$ cat config.mk
export PLATFORM = sky130hd
export DESIGN_NAME = frame_cfg_sequencer
export DESIGN_NICKNAME = d
export VERILOG_FILES = /design/src/rtl/filter_ctrl_pkg.sv /design/src/rtl/cfg_shadow_reg.sv /design/src/rtl/frame_cfg_sequencer.sv
export SDC_FILE = /design/constraint.sdc
export NUM_CORES = 1
export LEC_CHECK = 0
export CAP_MARGIN = 5
export CORE_MARGIN = 2
export CORE_UTILIZATION = 51
export CTS_CLUSTER_DIAMETER = 120
export CTS_CLUSTER_SIZE = 16
export DETAILED_ROUTE_END_ITERATION = 12
export PLACE_DENSITY = 0.76
export SLEW_MARGIN = 40
export SYNTH_ARGS = -nofsm -noshare
export SYNTH_HDL_FRONTEND = slang
export SYNTH_HIERARCHICAL = 1
export SYNTH_SLANG_ARGS = --single-unit
$ cat constraint.sdc
create_clock -name i_sysclk -period 1.9 [get_ports i_sysclk]
set_input_delay 0.285 -clock i_sysclk [delete_from_list [all_inputs] [get_ports i_sysclk]]
set_output_delay 0.285 -clock i_sysclk [all_outputs]
set_load 0.02 [all_outputs]
$ cat src/rtl/filter_ctrl_pkg.sv
// Shared types for the filter control path: sequencer states, configuration record, mode codes.
package filter_ctrl_pkg;

  localparam int unsigned THR_W = 8;

  localparam logic MODE_PASSTHROUGH = 1'b0;
  localparam logic MODE_FILTER      = 1'b1;

  typedef enum logic [2:0] {
    ST_IDLE    = 3'd0,
    ST_PENDING = 3'd1,
    ST_DRAIN   = 3'd2,
    ST_ARM     = 3'd3,
    ST_COMMIT  = 3'd4
  } state_e;

  typedef struct packed {
    logic             mode;
    logic             gaussian;
    logic             sobel;
    logic [THR_W-1:0] threshold;
  } cfg_t;

  // Saturate a requested threshold to the supported maximum.
  function automatic logic [THR_W-1:0] clamp_thr(input logic [THR_W-1:0] thr,
                                                 input logic [THR_W-1:0] lim);
    return (thr > lim) ? lim : thr;
  endfunction

endpackage

$ cat src/rtl/cfg_shadow_reg.sv
// Request/shadow/active configuration storage for the frame sequencer.
// Requests are registered and clamped once; shadow follows them unless frozen; active loads on commit.
module cfg_shadow_reg
  import filter_ctrl_pkg::*;
#(
  parameter int unsigned THR_DEFAULT = 25,
  parameter int unsigned THR_MAX     = 100
) (
  input  logic             clk,
  input  logic             rst_n,
  input  cfg_t             i_req,
  input  logic             i_load,
  input  logic             i_commit,
  output logic             o_mode,
  output logic             o_gaussian_en,
  output logic             o_sobel_en,
  output logic [THR_W-1:0] o_threshold,
  output logic             o_diff_c
);

  localparam cfg_t CFG_RESET = '{
    mode:      MODE_PASSTHROUGH,
    gaussian:  1'b0,
    sobel:     1'b0,
    threshold: THR_W'(THR_DEFAULT)
  };

  cfg_t req_q, req_d;
  cfg_t shadow_q, shadow_d;
  cfg_t active_q, active_d;
  logic gaussian_en_q, gaussian_en_d;
  logic sobel_en_q, sobel_en_d;

  always_comb begin
    req_d           = i_req;
    req_d.threshold = clamp_thr(i_req.threshold, THR_W'(THR_MAX));
    shadow_d        = i_load ? req_q : shadow_q;
    active_d        = i_commit ? shadow_q : active_q;
    // Enables reach the datapath only in filter mode.
    gaussian_en_d   = active_d.gaussian & (active_d.mode == MODE_FILTER);
    sobel_en_d      = active_d.sobel & (active_d.mode == MODE_FILTER);
  end

  always_ff @(posedge clk or negedge rst_n) begin
    if (!rst_n) begin
      req_q         <= CFG_RESET;
      shadow_q      <= CFG_RESET;
      active_q      <= CFG_RESET;
      gaussian_en_q <= 1'b0;
      sobel_en_q    <= 1'b0;
    end else begin
      req_q         <= req_d;
      shadow_q      <= shadow_d;
      active_q      <= active_d;
      gaussian_en_q <= gaussian_en_d;
      sobel_en_q    <= sobel_en_d;
    end
  end

  assign o_diff_c      = (shadow_q != active_q);
  assign o_mode        = active_q.mode;
  assign o_threshold   = active_q.threshold;
  assign o_gaussian_en = gaussian_en_q;
  assign o_sobel_en    = sobel_en_q;

endmodule

$ cat src/rtl/frame_cfg_sequencer.sv
// Frame-synchronous filter configuration sequencer: flushes the pipeline and commits changes at SOF.
// Optional drain watchdog enabled by defining CFG_DRAIN_TIMEOUT_EN; threshold width comes from filter_ctrl_pkg.
module frame_cfg_sequencer
  import filter_ctrl_pkg::*;
#(
  parameter int unsigned THR_DEFAULT = 25,
  parameter int unsigned THR_MAX     = 100
`ifdef CFG_DRAIN_TIMEOUT_EN
  ,
  parameter int unsigned TIMEOUT_CYC = 4096
`endif
) (
  input  logic             i_sysclk,
  input  logic             RST,
  input  logic             i_req_mode,
  input  logic             i_req_gaussian,
  input  logic             i_req_sobel,
  input  logic [THR_W-1:0] i_req_threshold,
  input  logic             i_sof,
  input  logic             i_eof,
  input  logic             i_pipe_idle,
  output logic             o_mode,
  output logic             o_gaussian_en,
  output logic             o_sobel_en,
  output logic [THR_W-1:0] o_threshold,
  output logic             o_pipe_flush,
  output logic             o_busy,
  output logic             o_applied,
  output logic             o_drain_timeout
);

  state_e state_q, state_d;
  logic   pipe_flush_q, pipe_flush_d;
  logic   busy_q, busy_d;
  logic   applied_q, applied_d;
  logic   diff_c, load_c, commit_c, timeout_c;
  cfg_t   req_c;

  assign req_c = '{
    mode:      i_req_mode,
    gaussian:  i_req_gaussian,
    sobel:     i_req_sobel,
    threshold: i_req_threshold
  };

  // Shadow is frozen only in the commit cycle; active loads on the edge after SOF in ARM.
  assign load_c   = (state_q != ST_COMMIT);
  assign commit_c = (state_q == ST_ARM) && i_sof;

  cfg_shadow_reg #(
    .THR_DEFAULT (THR_DEFAULT),
    .THR_MAX     (THR_MAX)
  ) u_shadow (
    .clk           (i_sysclk),
    .rst_n         (RST),
    .i_req         (req_c),
    .i_load        (load_c),
    .i_commit      (commit_c),
    .o_mode        (o_mode),
    .o_gaussian_en (o_gaussian_en),
    .o_sobel_en    (o_sobel_en),
    .o_threshold   (o_threshold),
    .o_diff_c      (diff_c)
  );

`ifdef CFG_DRAIN_TIMEOUT_EN
  localparam int unsigned CNT_W = (TIMEOUT_CYC > 1) ? $clog2(TIMEOUT_CYC) : 1;

  logic [CNT_W-1:0] drain_cnt_q, drain_cnt_d;
  logic             drain_timeout_q, drain_timeout_d;

  // Watchdog counts DRAIN cycles and clears whenever DRAIN is left.
  assign timeout_c = (state_q == ST_DRAIN) && !i_pipe_idle &&
                     (drain_cnt_q == CNT_W'(TIMEOUT_CYC - 1));

  always_comb begin
    drain_cnt_d     = '0;
    drain_timeout_d = timeout_c;
    if ((state_q == ST_DRAIN) && (state_d == ST_DRAIN)) begin
      drain_cnt_d = drain_cnt_q + CNT_W'(1);
    end
  end

  always_ff @(posedge i_sysclk or negedge RST) begin
    if (!RST) begin
      drain_cnt_q     <= '0;
      drain_timeout_q <= 1'b0;
    end else begin
      drain_cnt_q     <= drain_cnt_d;
      drain_timeout_q <= drain_timeout_d;
    end
  end

  assign o_drain_timeout = drain_timeout_q;
`else
  assign timeout_c       = 1'b0;
  assign o_drain_timeout = 1'b0;
`endif

  always_ff @(posedge i_sysclk or negedge RST) begin
    if (!RST) begin
      state_q <= ST_IDLE;
    end else begin
      state_q <= state_d;
    end
  end

  always_comb begin
    state_d      = state_q;
    pipe_flush_d = 1'b0;
    busy_d       = 1'b0;
    applied_d    = 1'b0;
    case (state_q)
      ST_IDLE: begin
        if (diff_c) begin
          state_d = i_eof ? ST_DRAIN : ST_PENDING;
        end
      end
      ST_PENDING: begin
        if (!diff_c) begin
          state_d = ST_IDLE;
        end else if (i_eof) begin
          state_d = ST_DRAIN;
        end
      end
      ST_DRAIN: begin
        if (i_pipe_idle || timeout_c) begin
          state_d = ST_ARM;
        end
      end
      ST_ARM: begin
        if (i_sof) begin
          state_d = ST_COMMIT;
        end
      end
      ST_COMMIT: state_d = ST_IDLE;
      default:   state_d = ST_IDLE;
    endcase
    // Status outputs are registered views of the state being entered.
    pipe_flush_d = (state_d == ST_DRAIN) || (state_d == ST_ARM);
    busy_d       = (state_d == ST_PENDING) || (state_d == ST_DRAIN) || (state_d == ST_ARM);
    applied_d    = (state_d == ST_COMMIT);
  end

  always_ff @(posedge i_sysclk or negedge RST) begin
    if (!RST) begin
      pipe_flush_q <= 1'b0;
      busy_q       <= 1'b0;
      applied_q    <= 1'b0;
    end else begin
      pipe_flush_q <= pipe_flush_d;
      busy_q       <= busy_d;
      applied_q    <= applied_d;
    end
  end

  assign o_pipe_flush = pipe_flush_q;
  assign o_busy       = busy_q;
  assign o_applied    = applied_q;

endmodule

==> results.py <==
metrics = {
    "sta": {
        "fin_crit_ns": 1.77,
        "final_hold_viol_count": 0,
        "slew_headroom": 0.664,
        "setup-tns-final_ns": 0,
        "rsz0062_at_grt": "no",
        "tightest_slew_ns": 0.503,
        "finClkSkew_ns": 0.0126,
        "finalMaxSlewViolations": 0,
        "fmax_mhz": 564,
        "setup_viol": 0,
        "finalCritPeriodShare": 0.934,
    },
    "clock_tree": {
        "cts_hold_buf": 1,
        "cts_buffers": 5,
        "worstSkewPairLatency_ns": 0.33,
        "cts_buffer_depth": 2,
        "cts_tree": "built",
        "numClockSinks": 41,
        "clock-root-buffer": "clkbuf_4",
        "post_cts_buffers": 0,
        "cts_resized": 0,
        "htreeDepth": 2,
        "path_clk_slew_ns": 0.11,
    },
    "place": {
        "hpwlAfterDp_um": 1840,
        "io_buffers": 29,
        "place_area_sq_um": 1950,
        "gp_congestion": 0.739,
    },
    "synth": {
        "synthesis.area_sq_um": 1670,
        "ys_types": 26,
        "avgSynthCellArea_sq_um": 13.6,
        "ys_warn_count": 6,
        "synth_top_family_by_area": "multiplexers",
        "syn_nets": 139,
        "syn_inst": 123,
        "ys_seq_elements": 41,
        "ys_seq_area_frac": 0.620,
        "synth_compound_area_frac": 0.0307,
        "synth_fa_ha_area_frac": 0,
        "synthXorXnorAreaFrac": 0.0576,
        "post_synth_mux_area_share": 0.147,
        "yosys.area_share.simple": 0.0898,
    },
    "floorplan": {
        "design.core.area_sq_um": 3080,
        "die_w_um": 61.3,
        "die_area_sq_um": 3750,
        "pin_count": 31,
        "row_count": 20,
        "die_h_um": 61.3,
        "start_util": 0.543,
    },
    "pwr": {
        "p_int_mw": 1.79,
        "clock_power_share": 0.162,
        "combPwrFrac": 0.353,
        "p_leak_nw": 0.852,
        "p_per_area_nw_per_um2": 1310,
        "netSwitchingPower_mw": 0.838,
        "ir_worst_vdd_mv": 0.491,
        "seqPwrFrac": 0.485,
        "swShare": 0.318,
    },
    "setup_path": {
        "cp_data_required_time_ns": 1.62,
        "r2r_end": "u_shadow/o_gaussian_en",
        "worstSetupPathType": "flip-flop to output port",
        "slowest_delay_ns": 0.60,
        "cp_cell_sequence": "clkdlybuf4s50_1",
        "cp-end-kind": "output port",
        "rr_worst_depth": 5,
        "crit_family": "buffers and inverters",
        "start_kind": "flip-flop",
        "path_buf_inv": 1,
        "reg2reg_from": "state_q[2]",
        "critPathSlowestCell": "clkdlybuf4s50_1",
        "crit_arrival_ns": 1.49,
        "ff2ff_setup_slack_ns": 0.30,
        "path_max_fanout": 3,
    },
    "detailed_routing": {
        "vias": 954,
        "finalWirelength_um": 2490,
        "via_per_inst": 4.87,
        "first_pass_iters": 3,
        "drt_iter0_drc": 19,
        "drc": 0,
        "postRouteAntennaNets": 0,
        "wl_per_cell_um": 12.7,
    },
    "global_route": {
        "overflow": 0,
        "antenna_found_initial": 0,
        "grt_pass1_vias": 1052,
        "grt_pass1_wl_um": 4500,
        "grt_util_all_layers": 0.168,
        "grt_max_degree": 42,
    },
    "finish": {
        "area_delta_synth_final_pct": 20.6,
        "fin_nets": 167,
        "drive_gt1_frac": 0.283,
        "insertedDiodeCount": 0,
        "fin_area_sq_um": 2020,
    },
    "status": {
        "outcome": "finished clean",
    },
    "worst_hold_path": {
        "holdPathStages": 1,
        "hp-class": "input port to flip-flop",
        "hold_end": "u_shadow/req_q[8]",
        "worstHoldStart": "i_req_sobel",
    },
    "job": {
        "drv_cap": 0,
    },
}
==> area by class of cell <==
| class | count | area (sq um) |
|---|---|---|
| repair buffers | 32 | 310 |
| flip-flops and latches | 41 | 1040 |
| multi-input cells | 70 | 552 |
| fillers | 254 | 1060 |
| clock buffers | 8 | 58.8 |
| well taps | 44 | 55.1 |
| inverters | 1 | 3.75 |
==> flip-flops by register name (all words and copies together), names as in the netlist, 2 cells and up <==
signal                cells
u_shadow/o_threshold      8
state_q                   3
u_shadow/active_q         2
u_shadow/shadow_q        11
u_shadow/req_q           11
==> power by group through the flow <==
stage / sequential [mW] / clock [mW] / combinational, mW
3_3_place_gp: 1.28 / 0 / 0.915
5_1_grt: 1.31 / 0.495 / 1.01
6_report: 1.28 / 0.426 / 0.930
2_1_floorplan: 1.32 / 0 / 0.610
3_5_place_dp: 1.30 / 0 / 0.938
4_1_cts: 1.28 / 0.446 / 0.944
==> worst max path at each step <==
stage | from | end | slack (ns) | cells after the start
floorplan | state_q[2] | u_shadow/o_gaussian_en | 0.42 | 5
global placement | i_sof | u_shadow/o_sobel_en | 0.12 | 6
detailed placement | i_sof | u_shadow/o_gaussian_en | 0.06 | 6
CTS | u_shadow/o_threshold[3] | o_threshold[3] | 0.10 | 1
global route | u_shadow/o_threshold[3] | o_threshold[3] | 0.04 | 1
finish | u_shadow/o_threshold[3] | o_threshold[3] | 0.13 | 1
==> layout by cell type (no fill, tap or decap), drive strengths merged, types with 2 or more instances in the layout <==
master / instances
conb: 2
dfstp: 9
clkbuf: 8
mux2: 21
buf: 3
or2: 2
nand2b: 2
a21oi: 4
clkdlybuf4s50: 28
nor4: 2
xor2: 11
dfrtp: 32
and2: 7
nand2: 3
nor2: 6
==> per-stage QoR <==
step	setup WS, ns	total power [mW]	util	cells	hold slack (ns)
after floorplan	0.420	1.93	-	123	-0.0106
after global placement	0.123	2.20	0.633	187	0.361
after detailed placement	0.0585	2.24	0.633	187	0.368
after CTS	0.100	2.67	0.655	196	0.366
final	0.125	2.63	0.655	196	0.378
after global routing	0.0449	2.82	0.655	196	0.357
==> cell usage after synthesis, drive strengths merged <==
master   n  area share
mux2    21        0.14
nand2    3      0.0067
o31ai    1      0.0045
buf     11       0.048
nor2     6       0.013
xor2    11       0.058
nand3    1      0.0030
nand3b   1      0.0045
a31oi    1      0.0037
or2      2      0.0075
nand2b   2      0.0075
a21oi    4       0.012
nor4     2      0.0075
a21bo    1      0.0060
and2     7       0.027
dfstp    9        0.14
nor3     1      0.0030
dfrtp   32        0.48
mux2i    1      0.0060
conb     2      0.0045
inv      1      0.0022
or3      1      0.0037
o211ai   1      0.0045
or4b     1      0.0060
==> logic make-up (layout without fill, tap and decap cells) <==
logic type / after synthesis / count (layout)
buffers and inverters: 12 / 41
AOI/OAI and AO/OA: 8 / 8
xor gates and xnor gates: 11 / 11
other: 2 / 2
and+or+nand+nor: 27 / 27
muxes: 22 / 22
DFF: 41 / 41
==> layer usage <==
metal / global-route usage / routed length, um / vias to the layer above
met1: 0.181 / 960 / 468
met5: 0 / 0 / -
met4: 0.0839 / 34 / 0
met2: 0.305 / 1380 / 23
met3: 0.0378 / 113 / 4
li1: - / - / 459
Note: power is estimated with default switching activity, not from simulation.
